===== src/rtl/pipe_pkg.sv =====
// Shared constants and the scoreboard entry type for the pipeline hazard unit.
package pipe_pkg;

    localparam int unsigned REG_W    = 5;
    localparam int unsigned ZERO_REG = 31;
    localparam int unsigned FWD_RF   = 0;

    typedef struct packed {
        logic             valid;
        logic             wr;
        logic             ld;
        logic [REG_W-1:0] rd;
    } track_entry_t;

endpackage


===== src/rtl/hazard_match.sv =====
// Matches one ID source register against the in-flight scoreboard; youngest producer wins.
module hazard_match
    import pipe_pkg::*;
#(
    parameter int unsigned NSTAGES    = 3,
    parameter int unsigned LOAD_STAGE = 2,
    parameter int unsigned ZERO_IDX   = ZERO_REG,
    parameter int unsigned FWD_W      = $clog2(NSTAGES + 1)
) (
    input  logic [REG_W-1:0] src,
    input  logic             used,
    input  track_entry_t     entries [NSTAGES],
    output logic [FWD_W-1:0] fwd,
    output logic             load_use
);

    logic             hit;
    logic             hit_ld;
    logic [FWD_W-1:0] hit_stage;

    // Scan oldest to youngest so the last assignment is the youngest producer.
    always_comb begin
        hit       = 1'b0;
        hit_ld    = 1'b0;
        hit_stage = '0;
        for (int k = int'(NSTAGES) - 1; k >= 0; k--) begin
            if (entries[k].valid && entries[k].wr && (entries[k].rd == src)) begin
                hit       = 1'b1;
                hit_ld    = entries[k].ld;
                hit_stage = FWD_W'(k + 1);
            end
        end
        if (!used || (src == REG_W'(ZERO_IDX))) begin
            hit = 1'b0;
        end
        load_use = hit && hit_ld && (hit_stage < FWD_W'(LOAD_STAGE));
        fwd      = (hit && !load_use) ? hit_stage : FWD_W'(FWD_RF);
    end

endmodule


===== src/rtl/pipe_hazard_unit.sv =====
// Hazard/forwarding controller beside ID: scoreboard of in-flight writers, forward selects, load-use stalls.
// Optional HAZARD_PERF_EN adds saturating stall/flush performance counters.
module pipe_hazard_unit
    import pipe_pkg::*;
#(
    parameter int unsigned NSTAGES    = 3,
    parameter int unsigned LOAD_STAGE = 2,
    parameter int unsigned FWD_W      = $clog2(NSTAGES + 1)
) (
    input  logic               clk,
    input  logic               reset,
    input  logic               id_valid,
    input  logic [REG_W-1:0]   id_rs1,
    input  logic               id_rs1_used,
    input  logic [REG_W-1:0]   id_rs2,
    input  logic               id_rs2_used,
    input  logic [REG_W-1:0]   id_rd,
    input  logic               id_regwrite,
    input  logic               id_is_load,
    input  logic               flush,
    input  logic               mem_stall,
    output logic               issue,
    output logic               id_stall,
    output logic [FWD_W-1:0]   fwd_a,
    output logic [FWD_W-1:0]   fwd_b,
`ifdef HAZARD_PERF_EN
    output logic [31:0]        perf_stall_cycles,
    output logic [31:0]        perf_flushes,
`endif
    output logic [NSTAGES-1:0] stage_valid
);

    track_entry_t     sb [NSTAGES];
    track_entry_t     new_entry;
    logic [FWD_W-1:0] fwd_a_raw;
    logic [FWD_W-1:0] fwd_b_raw;
    logic             haz_a;
    logic             haz_b;
    logic             hazard;

    hazard_match #(
        .NSTAGES(NSTAGES), .LOAD_STAGE(LOAD_STAGE), .ZERO_IDX(ZERO_REG), .FWD_W(FWD_W)
    ) u_match_a (
        .src(id_rs1), .used(id_rs1_used), .entries(sb), .fwd(fwd_a_raw), .load_use(haz_a)
    );

    hazard_match #(
        .NSTAGES(NSTAGES), .LOAD_STAGE(LOAD_STAGE), .ZERO_IDX(ZERO_REG), .FWD_W(FWD_W)
    ) u_match_b (
        .src(id_rs2), .used(id_rs2_used), .entries(sb), .fwd(fwd_b_raw), .load_use(haz_b)
    );

    // All control outputs are forced inactive while reset is held low.
    assign hazard   = haz_a | haz_b;
    assign issue    = reset & id_valid & ~flush & ~hazard & ~mem_stall;
    assign id_stall = reset & (mem_stall | (hazard & id_valid & ~flush));
    assign fwd_a    = reset ? fwd_a_raw : '0;
    assign fwd_b    = reset ? fwd_b_raw : '0;

    always_comb begin
        new_entry = '0;
        if (issue) begin
            new_entry.valid = 1'b1;
            new_entry.wr    = id_regwrite;
            new_entry.ld    = id_is_load;
            new_entry.rd    = id_rd;
        end
    end

    // Scoreboard shift register; a frozen pipeline holds every entry.
    always_ff @(posedge clk or negedge reset) begin
        if (!reset) begin
            for (int k = 0; k < int'(NSTAGES); k++) begin
                sb[k] <= '0;
            end
        end else if (!mem_stall) begin
            sb[0] <= new_entry;
            for (int k = 1; k < int'(NSTAGES); k++) begin
                sb[k] <= sb[k-1];
            end
        end
    end

    always_comb begin
        stage_valid = '0;
        for (int k = 0; k < int'(NSTAGES); k++) begin
            stage_valid[k] = sb[k].valid;
        end
    end

`ifdef HAZARD_PERF_EN
    logic stall_evt;
    logic flush_evt;

    assign stall_evt = hazard & ~issue & ~mem_stall;
    assign flush_evt = flush & id_valid;

    always_ff @(posedge clk or negedge reset) begin
        if (!reset) begin
            perf_stall_cycles <= '0;
            perf_flushes      <= '0;
        end else begin
            if (stall_evt && (perf_stall_cycles != 32'hFFFF_FFFF)) begin
                perf_stall_cycles <= perf_stall_cycles + 32'd1;
            end
            if (flush_evt && (perf_flushes != 32'hFFFF_FFFF)) begin
                perf_flushes <= perf_flushes + 32'd1;
            end
        end
    end
`endif

endmodule

===== config.mk =====
export PLATFORM = sky130hd
export DESIGN_NAME = pipe_hazard_unit
export DESIGN_NICKNAME = d
export VERILOG_FILES = /design/src/rtl/pipe_pkg.sv /design/src/rtl/hazard_match.sv /design/src/rtl/pipe_hazard_unit.sv
export SDC_FILE = /design/constraint.sdc
export NUM_CORES = 1
export LEC_CHECK = 0
export CAP_MARGIN = 40
export CORE_UTILIZATION = 30
export CTS_CLUSTER_DIAMETER = 30
export DETAILED_ROUTE_END_ITERATION = 10
export SLEW_MARGIN = 10
export SYNTH_ARGS = -nofsm -noshare
export SYNTH_HDL_FRONTEND = slang
export SYNTH_SLANG_ARGS = --single-unit

===== constraint.sdc =====
create_clock -name clk -period 2.7 [get_ports clk]
set_input_delay 0.675 -clock clk [delete_from_list [all_inputs] [get_ports clk]]
set_output_delay 0.675 -clock clk [all_outputs]
set_load 0.01 [all_outputs]

==> impl_metrics.csv <==
group,metric,value,unit
grt,grt_pass1_vias,1277,
critical_path,endpoint_kind,"output port",
cells_and_area,multi_input_area,838,µm²
clocking,htreeDepth,1,
sta,rsz0062_at_grt,"yes",
synthesis,yosysSeqAreaShare,40.8,%
synthesis,synthDistinctLibCells,26,
synthesis,synth_cells,119,
power_and_ir_drop,p_leak,0.930,nW
cells_and_area,nFillCells,414,
synthesis,synth_edf_count,0,
synthesis,yosysMostFrequentCell,"dfrtp_1",
drt,totalWireLength,3.61,mm
floorplanning,coreArea,0.00432,mm²
power_and_ir_drop,ir_worst_vdd,226,µV
floorplanning,num_rows,24,
placed_design,gp_congestion,0.844,
sta,hold_violations,0,
sta,min_period,2.76,ns
grt,grt_max_degree,17,
drt,first_iter_violations,37,
synthesis,synthDominantCellAreaShare,40.8,%
cells_and_area,antenna_cells,0,
power_and_ir_drop,combPwrFrac,20.7,%
sta,fin_ws,-0.0565,ns
synthesis,synth_ff_type,"dfrtp_1",
synthesis,avgSynthCellArea,11.3,µm²
clocking,clock_path_buffers,2,
placed_design,port_buffers,32,
sta,max-slew-margin-rel,83.1,%
synthesis,syn_nets,143,
critical_path,crit_arrival,2.08,ns
clocking,ctsRootBufferMaster,"clkbuf_8",
sta,slew_viol_final,0,
cells_and_area,layout.nets,204,
power_and_ir_drop,swShare,24.0,%
grt,overflow,0,
drt,wl_per_cell,15.6,µm
clocking,cts-hold-fix-buffers,0,
run_status,violations,"setup timing",
synthesis,ys_top_cells_by_area,"dfrtp_1 (41%), mux2_2 (12%), xnor2_1 (10%)",
sta,fmax,363,MHz
synthesis,synthTopCellsByCount,"dfrtp_1 (22), xnor2_1 (16), mux2_2 (14), xor2_1 (14), a22o_1 (7)",
clocking,cts_buffers,3,
sta,period_share,102,%
cells_and_area,area_growth,52.8,%
synthesis,yosys.area.top_type,"dfrtp_1",
run_status,outcome,"complete, but fails checks",
synthesis,yosysWarnings,0,
grt,grt_usage,16.1,%
sta,finalSetupViolations,2,
grt,use_met3,2.78,%
critical_path,critical_path_class,"input pin to output port",
grt,antenna_found_initial,0,
drt,vias_per_cell,4.91,
grt,grt_pass1_wl,6.16,mm
power_and_ir_drop,p_per_area,416,mW/mm²
clocking,clock_latency,0.27,ns
synthesis,synth_seq_cells,22,
floorplanning,io-pin-count,33,
critical_path,required,2.03,ns
placed_design,hpwl,2.96,mm
sta,worstMarginPinSlew,0.252,ns
sta,tns,-0.0903,ns
synthesis,syn_area,0.00135,mm²
cells_and_area,finalNonFillerCells,231,
drt,drc,0,
cells_and_area,drive_above_1_share,45.8,%
placed_design,placed_cells,225,
floorplanning,dieArea,0.00477,mm²
floorplanning,die_h,69.1,µm
power_and_ir_drop,power_frac_seq,42.9,%
power_and_ir_drop,clkPwrFrac,36.5,%
grt,grt_util_met2,30.4,%
drt,drt_pass1_iterations,4,
sta,finClkSkew,0.00526,ns
power_and_ir_drop,p_sw,0.205,mW
clocking,clk_pin_slew,0.09,ns
drt,vias,1134,
synthesis,async_reset_ff_share,100,%
grt,top_usage_layer,"met2",
grt,met1_usage,18.9,%
cells_and_area,register_area,552,µm²
worst_hold_path,hp-class,"register to register",
critical_path,setup.worst_path.start_class,"input pin",
flow_run,maxCapViolCount,0,
critical_path,cp_max_fo,2,
drt,drtAntennaViolNets,0,
power_and_ir_drop,internal_power,0.651,mW
clocking,cts_tree,"yes",
floorplanning,start_util,31.2,%
floorplanning,dieWidth,69.1,µm
clocking,cts_sinks,22,
## metal layers
| layer | share of wire (%) | up-vias |
|---|---|---|
| met3 | 2.3 | 5 |
| li1 | - | 547 |
| met1 | 43 | 560 |
| met4 | 0.78 | 0 |
| met5 | 0 | - |
| met2 | 54 | 22 |
## worst paths after layout
kind                                    start                  to  slack [ns]  cells past startpoint
setup reg to reg           sb[20]$_DFFE_PN0N_  sb[22]$_DFFE_PN0N_        0.70                      8
max in group asynchronous               reset  sb[20]$_DFFE_PN0N_        1.65                      3
min in group asynchronous               reset  sb[12]$_DFFE_PN0N_        0.71                      2
hold / removal              sb[6]$_DFFE_PN0N_   sb[6]$_DFFE_PN0N_        0.53                      1
setup / recovery                    id_rs1[4]            fwd_a[0]       -0.06                      7
hold reg to reg             sb[6]$_DFFE_PN0N_   sb[6]$_DFFE_PN0N_        0.53                      1
## layout make-up
cell class                 instances  share of cell area [%]
multi-input combinational         91                    40.7
sequential                        22                    26.8
timing repair buffer              62                    25.9
tap                               52                    3.16
clock buffer                       3                    2.00
clock inverter                     1                    1.46
## registers in the layout, summed over array words and instances (netlist names)
name / count
sb: 19
stage_valid: 3
## layout by cell type (no fill, tap or decap), types with 2 or more instances in the layout
cell type and n:
a211oi_2 2, a22o_1 7, and3_1 2, buf_2 10, buf_4 27, buf_6 4
buf_8 3, clkbuf_8 3, clkdlybuf4s50_1 16, dfrtp_1 21, mux2_2 14, nand2_1 3
nand3_1 4, nand4_1 6, nor2_1 2, or3_1 3, xnor2_1 14, xor2_1 12
xor2_2 2
## through the flow
| step | hold slack (ns) | area (µm²) | total power, mW | utilization, % | setup WS (ns) |
|---|---|---|---|---|---|
| 6_report | 0.532 | 2060 | 0.856 | 47.7 | -0.0565 |
| 5_1_grt | 0.540 | 2060 | 0.891 | 47.7 | -0.123 |
| 4_1_cts | 0.523 | 2010 | 0.854 | 46.4 | -0.0791 |
| 3_5_place_dp | 0.502 | 1920 | 0.541 | 44.5 | -0.945 |
| 3_3_place_gp | 0.498 | 1920 | 0.537 | 44.5 | -0.902 |
| 2_1_floorplan | 0.379 | 1350 | 0.440 | - | 0.148 |
## power groups by stage
| stage | Sequential [mW] | Clock [mW] | Combinational, mW |
|---|---|---|---|
| detailed placement | 0.372 | 0 | 0.169 |
| finish | 0.367 | 0.312 | 0.177 |
| floorplan | 0.366 | 0 | 0.0731 |
| global route | 0.369 | 0.331 | 0.191 |
| global placement | 0.372 | 0 | 0.165 |
| CTS | 0.366 | 0.317 | 0.171 |
## logic make-up (layout without fill, tap and decap cells)
logic type	after synthesis	count (layout)	synth area share, %
and+or+nand+nor	32	32	16.0
AOI/OAI and AO/OA	15	15	9.46
buffers and inverters	6	66	2.50
muxes	14	14	11.7
xor gates and xnor gates	30	30	19.5
DFF	22	22	40.8
## critical path, cell delays in order
cell	delay, ns
buf_8	0.10
xnor2_4	0.15
nand4_1	0.11
or3_4	0.38
or3b_4	0.38
a21oi_2	0.15
buf_2	0.14
## what timing repair did
action,in CTS,in global routing
buffers inserted,2,0
resized for setup,78,10
setup endpoints to repair,6,6
pin swaps,23,12
Note: power is estimated with default switching activity, not from simulation.
